**src/rtl/fetch_controller.sv**
```systemverilog
// Instruction fetch front end: PC register, 2-entry {pc, instruction} buffer and RUN/FULL/FAULT FSM.
// Optional accepted-instruction counter on fetch_count when FETCH_PERF_CNT_EN is defined.
//
// state | meaning
// RUN   | fetching: push {pc, imem_instruction} and advance PC whenever a slot is free
// FULL  | buffer held 2 entries for a cycle with no pop; PC frozen until the next pop
// FAULT | PC misaligned; fetch stopped, buffer drains, only a redirect leaves this state
module fetch_controller #(
  parameter int unsigned            ADDR_WIDTH = 32,
  parameter int unsigned            DATA_WIDTH = 32,
  parameter logic [ADDR_WIDTH-1:0]  RESET_PC   = '0
) (
  input  logic                  clk,
  input  logic                  rst_n,
  output logic [ADDR_WIDTH-1:0] imem_addr,
  input  logic [DATA_WIDTH-1:0] imem_instruction,
  input  logic                  redirect_valid,
  input  logic [ADDR_WIDTH-1:0] redirect_pc,
  output logic                  out_valid,
  input  logic                  out_ready,
  output logic [DATA_WIDTH-1:0] out_instruction,
  output logic [ADDR_WIDTH-1:0] out_pc,
  output logic                  misaligned_fault,
  output logic [31:0]           fetch_count
);

  typedef enum logic [1:0] {
    ST_RUN   = 2'd0,
    ST_FULL  = 2'd1,
    ST_FAULT = 2'd2
  } state_t;

  state_t                state_q, state_d;
  logic [ADDR_WIDTH-1:0] pc_q, pc_d;
  logic [1:0]            cnt_q, cnt_d;
  logic [ADDR_WIDTH-1:0] buf0_pc_q, buf0_pc_d, buf1_pc_q, buf1_pc_d;
  logic [DATA_WIDTH-1:0] buf0_ins_q, buf0_ins_d, buf1_ins_q, buf1_ins_d;

  logic pop;
  logic push;
  logic wr_sel;

  assign imem_addr        = pc_q;
  assign out_valid        = (cnt_q != 2'd0);
  assign out_pc           = buf0_pc_q;
  assign out_instruction  = buf0_ins_q;
  assign misaligned_fault = (state_q == ST_FAULT);

  // A redirect swallows the consumer handshake, so it never counts as a pop.
  assign pop = out_valid && out_ready && !redirect_valid;

  always_comb begin
    state_d    = state_q;
    pc_d       = pc_q;
    push       = 1'b0;
    if (redirect_valid) begin
      state_d = ST_RUN;
      pc_d    = redirect_pc;
    end else begin
      case (state_q)
        ST_RUN: begin
          if (pc_q[1:0] != 2'b00) begin
            state_d = ST_FAULT;
          end else if ((cnt_q == 2'd2) && !pop) begin
            state_d = ST_FULL;
          end else begin
            push = 1'b1;
            pc_d = pc_q + ADDR_WIDTH'(4);
          end
        end
        ST_FULL: begin
          if (pop) begin
            state_d = ST_RUN;
          end
        end
        ST_FAULT: begin
          state_d = ST_FAULT;
        end
        default: begin
          state_d = ST_RUN;
        end
      endcase
    end
  end

  // Slot 1 is written when the head stays occupied after this cycle's pop.
  assign wr_sel = (cnt_q == 2'd2) || ((cnt_q == 2'd1) && !pop);

  always_comb begin
    cnt_d      = cnt_q;
    buf0_pc_d  = buf0_pc_q;
    buf0_ins_d = buf0_ins_q;
    buf1_pc_d  = buf1_pc_q;
    buf1_ins_d = buf1_ins_q;
    if (redirect_valid) begin
      cnt_d = 2'd0;
    end else begin
      if (pop) begin
        buf0_pc_d  = buf1_pc_q;
        buf0_ins_d = buf1_ins_q;
      end
      if (push) begin
        if (wr_sel) begin
          buf1_pc_d  = pc_q;
          buf1_ins_d = imem_instruction;
        end else begin
          buf0_pc_d  = pc_q;
          buf0_ins_d = imem_instruction;
        end
      end
      cnt_d = cnt_q + {1'b0, push} - {1'b0, pop};
    end
  end

  always_ff @(posedge clk or negedge rst_n) begin
    if (!rst_n) begin
      state_q    <= ST_RUN;
      pc_q       <= RESET_PC;
      cnt_q      <= 2'd0;
      buf0_pc_q  <= '0;
      buf0_ins_q <= '0;
      buf1_pc_q  <= '0;
      buf1_ins_q <= '0;
    end else begin
      state_q    <= state_d;
      pc_q       <= pc_d;
      cnt_q      <= cnt_d;
      buf0_pc_q  <= buf0_pc_d;
      buf0_ins_q <= buf0_ins_d;
      buf1_pc_q  <= buf1_pc_d;
      buf1_ins_q <= buf1_ins_d;
    end
  end

`ifdef FETCH_PERF_CNT_EN
  logic [31:0] perf_cnt_q, perf_cnt_d;

  always_comb begin
    perf_cnt_d = perf_cnt_q;
    if (pop) begin
      perf_cnt_d = perf_cnt_q + 32'd1;
    end
  end

  always_ff @(posedge clk or negedge rst_n) begin
    if (!rst_n) begin
      perf_cnt_q <= 32'd0;
    end else begin
      perf_cnt_q <= perf_cnt_d;
    end
  end

  assign fetch_count = perf_cnt_q;
`else
  assign fetch_count = 32'd0;
`endif

endmodule

```
**config.mk**
```make
export PLATFORM = sky130hd
export DESIGN_NAME = fetch_controller
export DESIGN_NICKNAME = d
export VERILOG_FILES = /design/src/rtl/fetch_controller.sv
export SDC_FILE = /design/constraint.sdc
export NUM_CORES = 1
export LEC_CHECK = 0
export ABC_CLOCK_PERIOD_IN_PS = 6990
export BUFFER_PORTS_ARGS = -buffer_cell sky130_fd_sc_hd__buf_2
export CELL_PAD_IN_SITES_DETAIL_PLACEMENT = 0
export CELL_PAD_IN_SITES_GLOBAL_PLACEMENT = 2
export CORE_UTILIZATION = 25
export DETAILED_ROUTE_END_ITERATION = 7
export MAX_ROUTING_LAYER = met4
export PLACE_DENSITY = 0.68
export SETUP_SLACK_MARGIN = 0.1
export SLEW_MARGIN = 5
export SYNTH_ARGS = -nofsm -noshare
export SYNTH_HDL_FRONTEND = slang
export SYNTH_SLANG_ARGS = --single-unit
```
**constraint.sdc**
```tcl
create_clock -name clk -period 6.99 [get_ports clk]
set_input_delay 2.097 -clock clk [delete_from_list [all_inputs] [get_ports clk]]
set_output_delay 2.097 -clock clk [all_outputs]
set_load 0.01 [all_outputs]
```
* Word-level counts from Yosys, hierarchy flattened
Cells that the tools add are included.
Storage, ports and cells: bits of input ports 68, bits in read-only memories 0, memories kept 0, flip-flop bits (word level) 164, memory bits (writable) 0, logic and storage cells 53, output and inout port bits 130, bits in latches 0
Cells by class: shift operators 0, add/subtract/negate cells 3, reductions and logical operators 14, $mul 0, equality and inequality tests 8, $lt $le $gt $ge 0, bitwise logic cells 1, multiplexer cells 20, divide/modulo/power cells 0
Operator list (count):
- 2-to-1 mux 32 bit | 10
- adder 32 x 3 -> 32 bit (second input constant) | 1
- 2-to-1 mux 2 bit | 5
- case mux 2 bit (3 select lines) | 1
- AND reduction 3 bit | 2
- nonzero test 2 bit | 3
- == test 2 x 1 -> 1 bit (second input constant) | 2
- == test 2 bit (second input constant) | 2
- logical AND 1 bit | 4
- 2-to-1 mux 1 bit | 4
- inequality test 2 bit (second input constant) | 2
- inequality test 4 bit (second input constant) | 1
- inequality test 3 bit (second input constant) | 1
- adder 2 x 1 -> 2 bit | 1
- logical NOT 1 bit | 2
- logical NOT 2 bit | 1
- AND reduction 2 bit | 1
- subtractor 2 x 1 -> 2 bit | 1
- logical OR 1 bit | 1
- NOT 1 bit | 1

* Longest topological paths before layout
depth after elaboration 12, depth in mapped cells 10, gate-level depth less buffers 8

* Least setup slack after synthesis
Ideal clock, no wire load.
kind in2reg, start point input redirect_valid, end point register pc_q[24] (netlist: imem_addr[24]), arrival 3669 ps, setup slack 3240 ps, library setup time 82 ps, stages 5, required time 6908 ps, path buffers 1, cells stage by stage clkbuf_1 > nand2b_1 > a2111oi_4 > or4b_2 > a31oi_1
Between the ends: longest elaborated chain between the ends 6, elaborated cells on any way between the ends 9, classes of those cells eq/ne (2); mux (1); reduce/logical (6)
RTL lines:
- start: declaration | line 17 | input logic redirect_valid,
- logical NOT 1 bit | line 50 | assign pop = out_valid && out_ready && !redirect_valid;
- logical AND 1 bit | line 50
- logical NOT 1 bit | line 64 | end else if ((cnt_q == 2'd2) && !pop) begin
- logical AND 1 bit | line 64
- inequality test 2 bit (no line)
- AND reduction 3 bit (no line)
- end signal: assignment | line 126 | pc_q <= pc_d;
- end: declaration | line 34 | logic [ADDR_WIDTH-1:0] pc_q, pc_d;
Parallel ways exist; a longest one is shown, timed or not. A chain may end at the register's enable or synchronous reset.

* Worst setup path in the final report
start point input redirect_valid, end point register pc_q[17] (netlist: imem_addr[17])
Same word-level chain as after synthesis.

==> results_dict.tcl <==
set metrics [dict create \
    synth-async-reset-ratio_pct 100 \
    fin_crit_ns 3.97 \
    drcViolationCount 0 \
    met1_length_um 10500 \
    wl_per_cell_um 18.3 \
    synth_seq_cells 164 \
    drtIter0Drc 316 \
    critPathCaptureType "register" \
    port-buffer-count 165 \
    initial_utilization_pct 25.7 \
    grt_antenna_before_repair 0 \
    synth_commonest_cells "164 x dfrtp_1, 56 x o21a_1, 56 x o22a_1" \
    final_layout_size_suffix_gt1_share_pct 33.1 \
    grt_pass1_wl_um 33300 \
    dr.pass1.iters 5 \
    die_h_um 177 \
    hold_buffers 0 \
    cap_viol_max_count 0 \
    maxSlewViolCount 0 \
    timing.hold.ws_ns 0.483 \
    slew_headroom_pct 29.2 \
    synth_most_common_cell "dfrtp_1" \
    coreArea_um2 29900 \
    root_buffer "clkbuf_16" \
    netlist_area_um2 7670 \
    die_x_um 177 \
    crit_required_ns 7.32 \
    area_growth_pct 20.7 \
    detail_route.vias_per_cell 4.77 \
    power.density_nw_per_um2 341 \
    highest_layer "met4" \
    synth_top_area_share_pct 53.5 \
    routabilityCongestion 0.725 \
    met2WireLength_um 9880 \
    timing_worst_setup_path_type "input port to register" \
    grt_max_degree 74 \
    final_core_util_pct 31.0 \
    worstPathArrival_ns 4.31 \
    crit_path_top_delay_cell "a211o_1" \
    syn_inst 642 \
    path_cells "buf_2, nand2b_1, a211o_1, or4_1, a31oi_1" \
    irDropWorstVdd_mv 0.157 \
    p_leak_nw 4.04 \
    cts_tree "done" \
    finalSetupTns_ns 0 \
    ys_types 50 \
    cp_top_family "simple AND/OR/NAND/NOR gates" \
    hpwl_um 13800 \
    min_path_type "register to register" \
    die_area_um2 31400 \
    avgSynthCellArea_um2 11.9 \
    multiInputGateArea_um2 3140 \
    diodes 0 \
    fmax_ghz 0.252 \
    post_cts_buffers 0 \
    clockBufferDepth 2 \
    clk_pin_slew_worst_paths_ns 0.06 \
    dp_cells 1155 \
    seq_area_frac_synth_pct 53.5 \
    synth_edf_count 0 \
    synth_ff_type "dfrtp_1" \
    grt_pass1_vias 5517 \
    critPathLaunchType "input port" \
    worstPathMaxFanout 44 \
    nets 855 \
    seq_area_um2 4100 \
    routed_wl_um 21600 \
    ys_top_cells_by_area "dfrtp_1 54%, mux2_2 7.6%, o22a_1 6.4%" \
    setup_viol 0 \
    cts-buffers-inserted 17 \
    grt-ovfl-total 0 \
    final-hold-violation-count 0 \
    synth_largest_area_cell "dfrtp_1" \
    routed-wl-met3_um 1000 \
    grtUsageTotal_pct 14.4 \
    worst_slew_pin_slew_ns 1.06 \
    route.vias.total 5653 \
    num_rows 63 \
    yosys_warnings 0 \
    clkLatencyLatePin_ns 0.42 \
    io_pins 198 \
    timing.critical_path.buf_inv 1 \
    rsz0062_at_grt "no" \
    final_cells 1185 \
    post_cts_resized 0 \
    finClkSkew_ns 0.0142 \
    status "finished, final reports clean" \
    htreeDepth 4 \
    numClockSinks 164 \
    fill_cells 3114 \
    fin_crit_sh_pct 56.9 \
    slowest_delay_ns 0.67 \
    ant_nets 0 \
]
## layout make-up
cell class,instances,share of cell area (%)
Clock buffer,22,5.13
Clock inverter,8,1.37
Inverter,11,0.446
Multi-Input combinational cell,419,33.9
Sequential cell,164,44.4
Tap cell,390,5.27
Timing Repair Buffer,171,9.48
## worst paths after layout
kind,start,end,slack [ns],cells after the start
worst max register to register,state_q[0]$_DFFE_PN0P_,out_pc[23]$_DFFE_PN0N_,3.82,5
worst min register to register,buf1_pc_q[10]$_DFFE_PN0P_,buf1_pc_q[10]$_DFFE_PN0P_,0.48,1
min in group asynchronous,rst_n,out_pc[0]$_DFFE_PN0N_,1.69,1
max in group asynchronous,rst_n,buf1_pc_q[27]$_DFFE_PN0P_,4.13,2
worst max-delay path,redirect_valid,imem_addr[17]$_DFFE_PN0P_,3.02,5
worst min-delay path,buf1_pc_q[10]$_DFFE_PN0P_,buf1_pc_q[10]$_DFFE_PN0P_,0.48,1
## power breakdown
group	internal [W]	leakage (nW)	total (W)	switching [W]
clock network	0.000588	0.284	0.000973	0.000385
registers	0.00124	2.01	0.00142	0.000183
logic	0.000386	1.75	0.000762	0.000376
total	0.00221	4.04	0.00316	0.000944
## logic make-up after synthesis
family	count (synthesis)	share of synthesized area, %
fa+ha+maj	3	0.490
simple gates	131	9.74
flops	164	53.5
buf+inv	90	7.18
xor+xnor	6	0.686
compound gates	181	18.6
mux	66	9.68
other cells	1	0.0489
## sequential cells by signal, indices dropped and copies added (netlist names)
register,count
out_instruction,32
cnt_q,2
out_pc,32
state_q,2
buf1_ins_q,32
buf1_pc_q,32
imem_addr,32
## per-layer routing
layer / GRT usage [%] / up-vias
li1: - / 2629
met2: 21.8 / 141
met3: 2.86 / 13
met5: - / -
met4: 3.59 / 0
met1: 19.4 / 2870
## cell usage in the layout (no fill, tap or decap), types with 9 or more instances in the layout
cell type	netlist	final
nand3_1	19	19
nor2_1	23	23
or4_1	15	15
o21a_1	56	56
buf_2	8	164
mux2_2	52	52
o31ai_1	9	9
mux2_1	13	13
dfrtp_1	164	164
clkbuf_16	0	17
inv_1	11	11
o21ai_0	11	11
a31oi_1	17	17
nand2_1	22	22
conb_1	1	32
o22a_1	56	56
## stage by stage
step | power (W) | setup slack, ns | area [um2]
2_1_floorplan | 0.00186 | 3.24 | 7780
3_3_place_gp | 0.00221 | 2.56 | 8650
3_5_place_dp | 0.00222 | 2.53 | 8650
4_1_cts | 0.00321 | 2.96 | 9250
5_1_grt | 0.00335 | 2.81 | 9250
6_report | 0.00316 | 3.02 | 9250
Note: power is estimated with default switching activity, not from simulation.
